File: src/rtl/ss_adc_ctrl_if.sv
// Counter and result port bundle for the single-slope ADC controller.
// master: controller side (drives counter controls and the result).
// slave:  counter and downstream consumer side.
// Ports:
//   ctr_count/ctr_overflow          counter state into the controller
//   ctr_en/ctr_set/ctr_setval       counter controls from the controller
//   data/sat/data_valid/data_ready  result valid/ready handshake
interface ss_adc_ctrl_if #(
  parameter int WIDTH = 8
);
  logic [WIDTH-1:0] ctr_count;
  logic             ctr_overflow;
  logic             ctr_en;
  logic             ctr_set;
  logic [WIDTH-1:0] ctr_setval;
  logic [WIDTH-1:0] data;
  logic             sat;
  logic             data_valid;
  logic             data_ready;

  modport master (
    input  ctr_count, ctr_overflow, data_ready,
    output ctr_en, ctr_set, ctr_setval, data, sat, data_valid
  );

  modport slave (
    output ctr_count, ctr_overflow, data_ready,
    input  ctr_en, ctr_set, ctr_setval, data, sat, data_valid
  );
endinterface

File: src/rtl/ss_adc_ctrl.sv
// Purpose: single-slope ADC conversion controller driving a ramp and an external counter.
// Latency: start -> SETTLE_CYCLES of load -> RUN until trip/overflow; result valid the cycle after RUN exit.
// Backpressure: result held in HOLD until data_ready; start is ignored while busy.
//
// Ports:
//   clk, rst      single clock, synchronous active-low reset
//   start         conversion request, honoured only in IDLE
//   cmp           asynchronous comparator (high when ramp >= input)
//   ramp_rst      ramp discharge switch control (1 = discharged)
//   busy          high whenever a conversion is in progress or pending hand-off
//   bus (master)  counter controls/status and the data/sat valid-ready result port
module ss_adc_ctrl #(
  parameter int WIDTH         = 8,
  parameter int SETTLE_CYCLES = 4
) (
  input  logic          clk,
  input  logic          rst,
  input  logic          start,
  input  logic          cmp,
  output logic          ramp_rst,
  output logic          busy,
  ss_adc_ctrl_if.master bus
);

  // Settle counter only needs to reach SETTLE_CYCLES-1.
  localparam int SW = (SETTLE_CYCLES > 1) ? $clog2(SETTLE_CYCLES) : 1;
  localparam logic [SW-1:0] SETTLE_LAST = SW'(SETTLE_CYCLES - 1);

  typedef enum logic [1:0] {
    S_IDLE,
    S_SETTLE,
    S_RUN,
    S_HOLD
  } state_t;

  state_t           state;
  state_t           state_nxt;
  logic [SW-1:0]    settle_cnt;
  logic [SW-1:0]    settle_nxt;

  // Two-flop synchronizer for the asynchronous comparator.
  logic             cmp_meta;
  logic             cmp_s;

  // Result registers and their capture strobe.
  logic [WIDTH-1:0] data_q;
  logic             sat_q;
  logic             capture;
  logic [WIDTH-1:0] data_cap;
  logic             sat_cap;

  always_ff @(posedge clk) begin
    if (!rst) begin
      state      <= S_IDLE;
      settle_cnt <= '0;
      cmp_meta   <= 1'b0;
      cmp_s      <= 1'b0;
      data_q     <= '0;
      sat_q      <= 1'b0;
    end else begin
      state      <= state_nxt;
      settle_cnt <= settle_nxt;
      cmp_meta   <= cmp;
      cmp_s      <= cmp_meta;
      if (capture) begin
        data_q <= data_cap;
        sat_q  <= sat_cap;
      end
    end
  end

  // Overflow outranks a simultaneous trip: the counter already wrapped, so
  // ctr_count no longer reflects the trip point and the result is saturated.
  always_comb begin
    sat_cap  = bus.ctr_overflow;
    data_cap = bus.ctr_overflow ? {WIDTH{1'b1}} : bus.ctr_count;
  end

  always_comb begin
    state_nxt  = state;
    settle_nxt = settle_cnt;
    capture    = 1'b0;

    case (state)
      S_IDLE: begin
        if (start) begin
          state_nxt  = S_SETTLE;
          settle_nxt = '0;
        end
      end

      S_SETTLE: begin
        if (settle_cnt == SETTLE_LAST) begin
          state_nxt = S_RUN;
        end else begin
          settle_nxt = settle_cnt + 1'b1;
        end
      end

      S_RUN: begin
        if (bus.ctr_overflow || cmp_s) begin
          state_nxt = S_HOLD;
          capture   = 1'b1;
        end
      end

      S_HOLD: begin
        // data_valid is implied by being in HOLD.
        if (bus.data_ready) begin
          state_nxt = S_IDLE;
        end
      end

      default: begin
        state_nxt = S_IDLE;
      end
    endcase
  end

  // Moore output decode.
  always_comb begin
    ramp_rst       = 1'b1;
    bus.ctr_set    = 1'b0;
    bus.ctr_en     = 1'b0;
    bus.data_valid = 1'b0;
    busy           = (state != S_IDLE);

    case (state)
      S_SETTLE: bus.ctr_set = 1'b1;
      S_RUN: begin
        ramp_rst   = 1'b0;
        bus.ctr_en = 1'b1;
      end
      S_HOLD:   bus.data_valid = 1'b1;
      default:  ;
    endcase
  end

  assign bus.ctr_setval = '0;
  assign bus.data       = data_q;
  assign bus.sat        = sat_q;

endmodule

File: src/flat_wrapper.sv
// flat-port wrapper written by rule: the top's interface ports become plain ports
module ss_adc_ctrl_flat 
#(
  parameter int WIDTH         = 8,
  parameter int SETTLE_CYCLES = 4
)
  (clk, rst, start, cmp, ramp_rst, busy, bus_ctr_count, bus_ctr_overflow, bus_data_ready, bus_ctr_en, bus_ctr_set, bus_ctr_setval, bus_data, bus_sat, bus_data_valid);
  ss_adc_ctrl_if #(.WIDTH(WIDTH)) bus_i ();
  input  logic clk;
  input  logic rst;
  input  logic start;
  input  logic cmp;
  output logic ramp_rst;
  output logic busy;
  input wire logic [$bits(bus_i.ctr_count)-1:0] bus_ctr_count;
  input wire logic [$bits(bus_i.ctr_overflow)-1:0] bus_ctr_overflow;
  input wire logic [$bits(bus_i.data_ready)-1:0] bus_data_ready;
  output wire logic [$bits(bus_i.ctr_en)-1:0] bus_ctr_en;
  output wire logic [$bits(bus_i.ctr_set)-1:0] bus_ctr_set;
  output wire logic [$bits(bus_i.ctr_setval)-1:0] bus_ctr_setval;
  output wire logic [$bits(bus_i.data)-1:0] bus_data;
  output wire logic [$bits(bus_i.sat)-1:0] bus_sat;
  output wire logic [$bits(bus_i.data_valid)-1:0] bus_data_valid;
  assign bus_i.ctr_count = bus_ctr_count;
  assign bus_i.ctr_overflow = bus_ctr_overflow;
  assign bus_i.data_ready = bus_data_ready;
  assign bus_ctr_en = bus_i.ctr_en;
  assign bus_ctr_set = bus_i.ctr_set;
  assign bus_ctr_setval = bus_i.ctr_setval;
  assign bus_data = bus_i.data;
  assign bus_sat = bus_i.sat;
  assign bus_data_valid = bus_i.data_valid;
  ss_adc_ctrl #(.WIDTH(WIDTH), .SETTLE_CYCLES(SETTLE_CYCLES)) u_core (.clk(clk), .rst(rst), .start(start), .cmp(cmp), .ramp_rst(ramp_rst), .busy(busy), .bus(bus_i));
endmodule
File: config.mk
export PLATFORM = sky130hd
export DESIGN_NAME = ss_adc_ctrl_flat
export DESIGN_NICKNAME = d
export VERILOG_FILES = /design/src/rtl/ss_adc_ctrl_if.sv /design/src/rtl/ss_adc_ctrl.sv /design/src/flat_wrapper.sv
export SDC_FILE = /design/constraint.sdc
export NUM_CORES = 1
export LEC_CHECK = 0
export CORE_ASPECT_RATIO = 0.9
export CORE_MARGIN = 2
export CORE_UTILIZATION = 40
export DETAILED_ROUTE_END_ITERATION = 8
export HOLD_SLACK_MARGIN = 0.15
export PLACE_DENSITY = 0.75
export SLEW_MARGIN = 10
export SYNTH_ARGS = -nofsm -noshare
export SYNTH_HDL_FRONTEND = slang
export SYNTH_SLANG_ARGS = --single-unit
File: constraint.sdc
create_clock -name clk -period 1.5 [get_ports clk]
set_input_delay 0.15 -clock clk [delete_from_list [all_inputs] [get_ports clk]]
set_output_delay 0.15 -clock clk [all_outputs]
set_load 0.1 [all_outputs]
Word level (Yosys, flattened, before mapping)
Index checks and enable logic that the tools add are counted.

Shifts and indexed selects: 0. $lt $le $gt $ge: 0. Divide/modulo/power cells: 0. Reductions and logical operators: 6. Bitwise gates (word level): 0. Equal/unequal tests: 9. Muxes and demuxes: 15. Multiply operators: 0. Add/sub/neg operators: 1.

Operators by type and width (count): $mux 2 (6); $mux 8 (1); $pmux 2 s4 (1); $eq 2x2->1 const B (3); $mux 1 (6); $ne 2x2->1 const B (3); $ne 2x1->1 const B (2); $pmux 2 s2 (1); $reduce_and 4->1 (1); $reduce_bool 2->1 (2); $reduce_and 3->1 (1); $add 2x1->2 const B (1); $eq 2x1->1 const B (1); $logic_not 2->1 (1); $logic_or 1x1->1 (1).

ROM bits: 0. Bits in writable memories: 0. Flip-flop bits (word level): 15. Word-level logic and storage cells: 37. Output and inout port bits: 22. Memories kept: 0. Input bits: 14. Latch bits: 0.

Depth between registers and ports, before layout
Depth in word-level cells: 3. Depth in mapped cells: 6. Gate-level depth less buffers: 6.

Least setup slack after synthesis
Ideal clock, no wire load.

Path kind: reg-to-output. Start: register u_core.state[0]. End: output ramp_rst. Data required time: 1.350 ns. Setup slack: -0.606 ns. Arrival time: 1.956 ns. Cell stages (with the launch flop): 5. Buffers on the path: 1. Path through: dfxtp_1 > inv_1 > ha_1 > buf_2 > inv_1.

Word-level cells in the longest chain between the ends: 2.

Ends and longest elaborated chain: start: declaration (RTL line ss_adc_ctrl.sv:36) `state_t state;`; start signal: assignment (RTL line ss_adc_ctrl.sv:61) `state <= state_nxt;`; $eq 2x2->1 (RTL line ss_adc_ctrl.sv:128) `case (state)`; $mux 1 (RTL line ss_adc_ctrl.sv:128); end: declaration (RTL line flat_wrapper.sv:13) `output logic ramp_rst;`.

Every way passes these cells.

Final worst setup path
Same ends and word-level chain as after synthesis.

==> results.yml <==
setup_path:
  critPathSlowestCell: "dfxtp_4"
  crit_fanout: 13
  crit_start: "u_core.state[0]"
  crit_required_ns: 1.35
  cp-start-kind: "flop"
  rr_worst_depth: 5
  cp_top_family: "flip-flops"
  cpPeakStageDelay_ns: 0.39
  timing.rr.start: "u_core.state[1]"
  worst-path-buf-inv: 3
  cp_cell_sequence: "inv_2, ha_4, clkinvlp_4, buf_12"
  crit_arrival_ns: 1.29
  endpoint_kind: "output port"
  cp_num_cells: 4
  criticalPathCategory: "flop to output port"
timing:
  fmax_mhz: 693.7
  hold_viol_final: 0
  finalClockSkew_ns: 0.007555
  setup_ws_ns: 0.05838
  setup_viol: 0
  period_minus_slack_ns: 1.442
  fin_crit_sh: 0.9611
  finalMaxSlewViolations: 0
  fin_tns_setup_ns: 0
clock_network:
  cts_tree: "yes"
  htreeDepth: 1
  clkTransAtPathRegs_ns: 0.10
  numClockSinks: 15
  cts-root-buf: "clkbuf_4"
  cts_made_buffers: 3
  hold_buffers: 0
  clockBufferDepth: 2
  clock_latency_ns: 0.29
synthesis:
  synth_edf_count: 0
  synth.top_cells.by_area: "dfxtp_1 (38%), o21ai_0 (8.2%), ha_1 (7.8%)"
  synth_area_um2: 797.0
  synth.most_common_cell: "dfxtp_1"
  netlist-cell-type-count: 26
  synth_seq_area_share: 0.3768
  synth_top_area_share: 0.3768
  async_reset_ff_frac: 0
  synthFlopType: "dfxtp_1"
  yosys_warnings: 0
  yosysTopAreaCell: "dfxtp_1"
  ys_seq_elements: 15
  synth_common_cells: "dfxtp_1 (15), o21ai_0 (13), a21oi_1 (9), buf_4 (8), o22ai_1 (7)"
  synth_area_per_cell_um2: 8.758
  postSynthCellCount: 91
die:
  ios: 36
  start_util: 0.4205
  die_width_um: 51.05
  row_count: 15
  die-area_um2: 2366
  die_h_um: 46.35
  core_area_um2: 1896
power:
  leakagePower_uw: 0.0005038
  combPwrFrac: 0.685
  switching_power_uw: 1367
  seq_power_share: 0.224
  power.internal_uw: 1277
  powerDensity_nw_per_um2: 1999
  p_clk_frac: 0.091
  p_sw_frac: 0.5169
  ir_worst_vdd_mv: 1.429
flow_run:
  cap_violations: 0
detailed_routing:
  wl_per_cell_um: 12.49
  antenna_left: 0
  first_pass_iters: 4
  totalWireLength_um: 1848
  via_count: 740
  viasPerCell: 5.000
  drc: 0
  drtIter0Drc: 12
cells_and_area:
  diodes: 0
  postLayoutCellArea_um2: 1323
  area_growth_pct: 65.93
  fin_nets: 143
  fillCellCount: 153
  drive_gt1_frac: 0.2927
  utilization: 0.6977
global_routing:
  grt_max_degree: 17
  grt_pass1_wl_um: 2870
  grt_overflow: 0
  grt_usage: 0.1668
  antenna_found_initial: 0
  grt_pass1_vias: 649
worst_hold_path:
  hold_path_startpoint: "cmp"
  hp-class: "input pin to flop"
  min_path_cells: 2
placement:
  dp_hpwl_um: 1318
  numPortBuffers: 27
  place_ws_ns: 0.03860
  place_area_um2: 1242
  gp_routability_congestion: 0.7896
status:
  status: "completed"
[layout make-up]
cell class	count	area (µm²)	share of cell area
Clock buffer	3	22.52	0.01703
Clock inverter	1	7.507	0.005676
Inverter	6	26.28	0.01987
Multi-Input combinational cell	66	466.7	0.3529
Sequential cell	15	307.8	0.2327
Tap cell	25	31.28	0.02365
Timing Repair Buffer	32	460.4	0.3482
[layout by cell type (no fill, tap or decap)]
cell	count
buf_12	15
o21ai_0	13
clkdlybuf4s50_1	13
dfxtp_1	13
a21oi_1	9
conb_1	8
o22ai_1	7
inv_1	4
buf_4	4
nor2_1	3
and2_1	3
nand3b_1	3
ha_4	3
clkbuf_4	3
clkinvlp_4	2
nand2_1	2
nor2b_1	2
dfxtp_4	2
inv_2	1
nor2b_4	1
and2b_4	1
nor3b_2	1
nor4_4	1
o41ai_1	1
nor3_1	1
and2_2	1
a21boi_1	1
nand3_1	1
a22oi_1	1
o31a_1	1
ha_2	1
ha_1	1
[power groups by stage]
stage,clock (µW),sequential [µW],combinational (µW)
after floorplan,0,839,974
after detailed placement,0,594,1710
final,241,593,1810
after global routing,263,605,1900
after global placement,0,586,1690
after CTS,246,588,1720
[kinds of logic after synthesis]
family          Yosys count  share of synthesized area
other cells               1                   0.004705
simple gates             20                     0.1852
fa+ha+maj                 5                    0.07849
flops                    15                     0.3768
compound gates           33                     0.2339
buf+inv                  17                     0.1209
[what timing repair did]
action,CTS,global route
resized for setup,1,2
setup endpoints to repair,1,5
pin swaps,0,0
buffers inserted,0,4
[metal layers]
| metal | part of all wire | up-vias | wire (µm) | global-route usage |
|---|---|---|---|---|
| met1 | 0.44 | 350 | 805 | 0.2012 |
| met5 | 0 | - | 0 | 0 |
| met4 | 0.0092 | 0 | 17 | 0.03243 |
| met2 | 0.51 | 19 | 940 | 0.2883 |
| li1 | - | 369 | - | - |
| met3 | 0.046 | 2 | 85 | 0.06169 |
[state kept, by name, indices dropped and copies added (netlist names)]
| name | flops |
|---|---|
| u_core.bus.sat | 1 |
| u_core.cmp_meta | 1 |
| u_core.bus.data | 8 |
| u_core.cmp_s | 1 |
| u_core.state | 2 |
| u_core.settle_cnt | 2 |
[final timing paths]
| kind | end | slack, ns |
|---|---|---|
| worst max-delay path | ramp_rst | 0.06 |
| worst min register to register | u_core.cmp_s | 0.45 |
| worst min-delay path | u_core.cmp_meta | 0.43 |
| worst max register to register | u_core.state[0] | 0.10 |
[stage by stage]
stage / hold WS [ns] / std cells / total power, µW
after floorplan: 0.2773 / 98 / 1813
after global placement: 0.4289 / 140 / 2277
after detailed placement: 0.4307 / 140 / 2307
after CTS: 0.4339 / 144 / 2554
after global routing: 0.4515 / 148 / 2765
final: 0.4338 / 148 / 2644
Power figures use the tool's default switching activity.
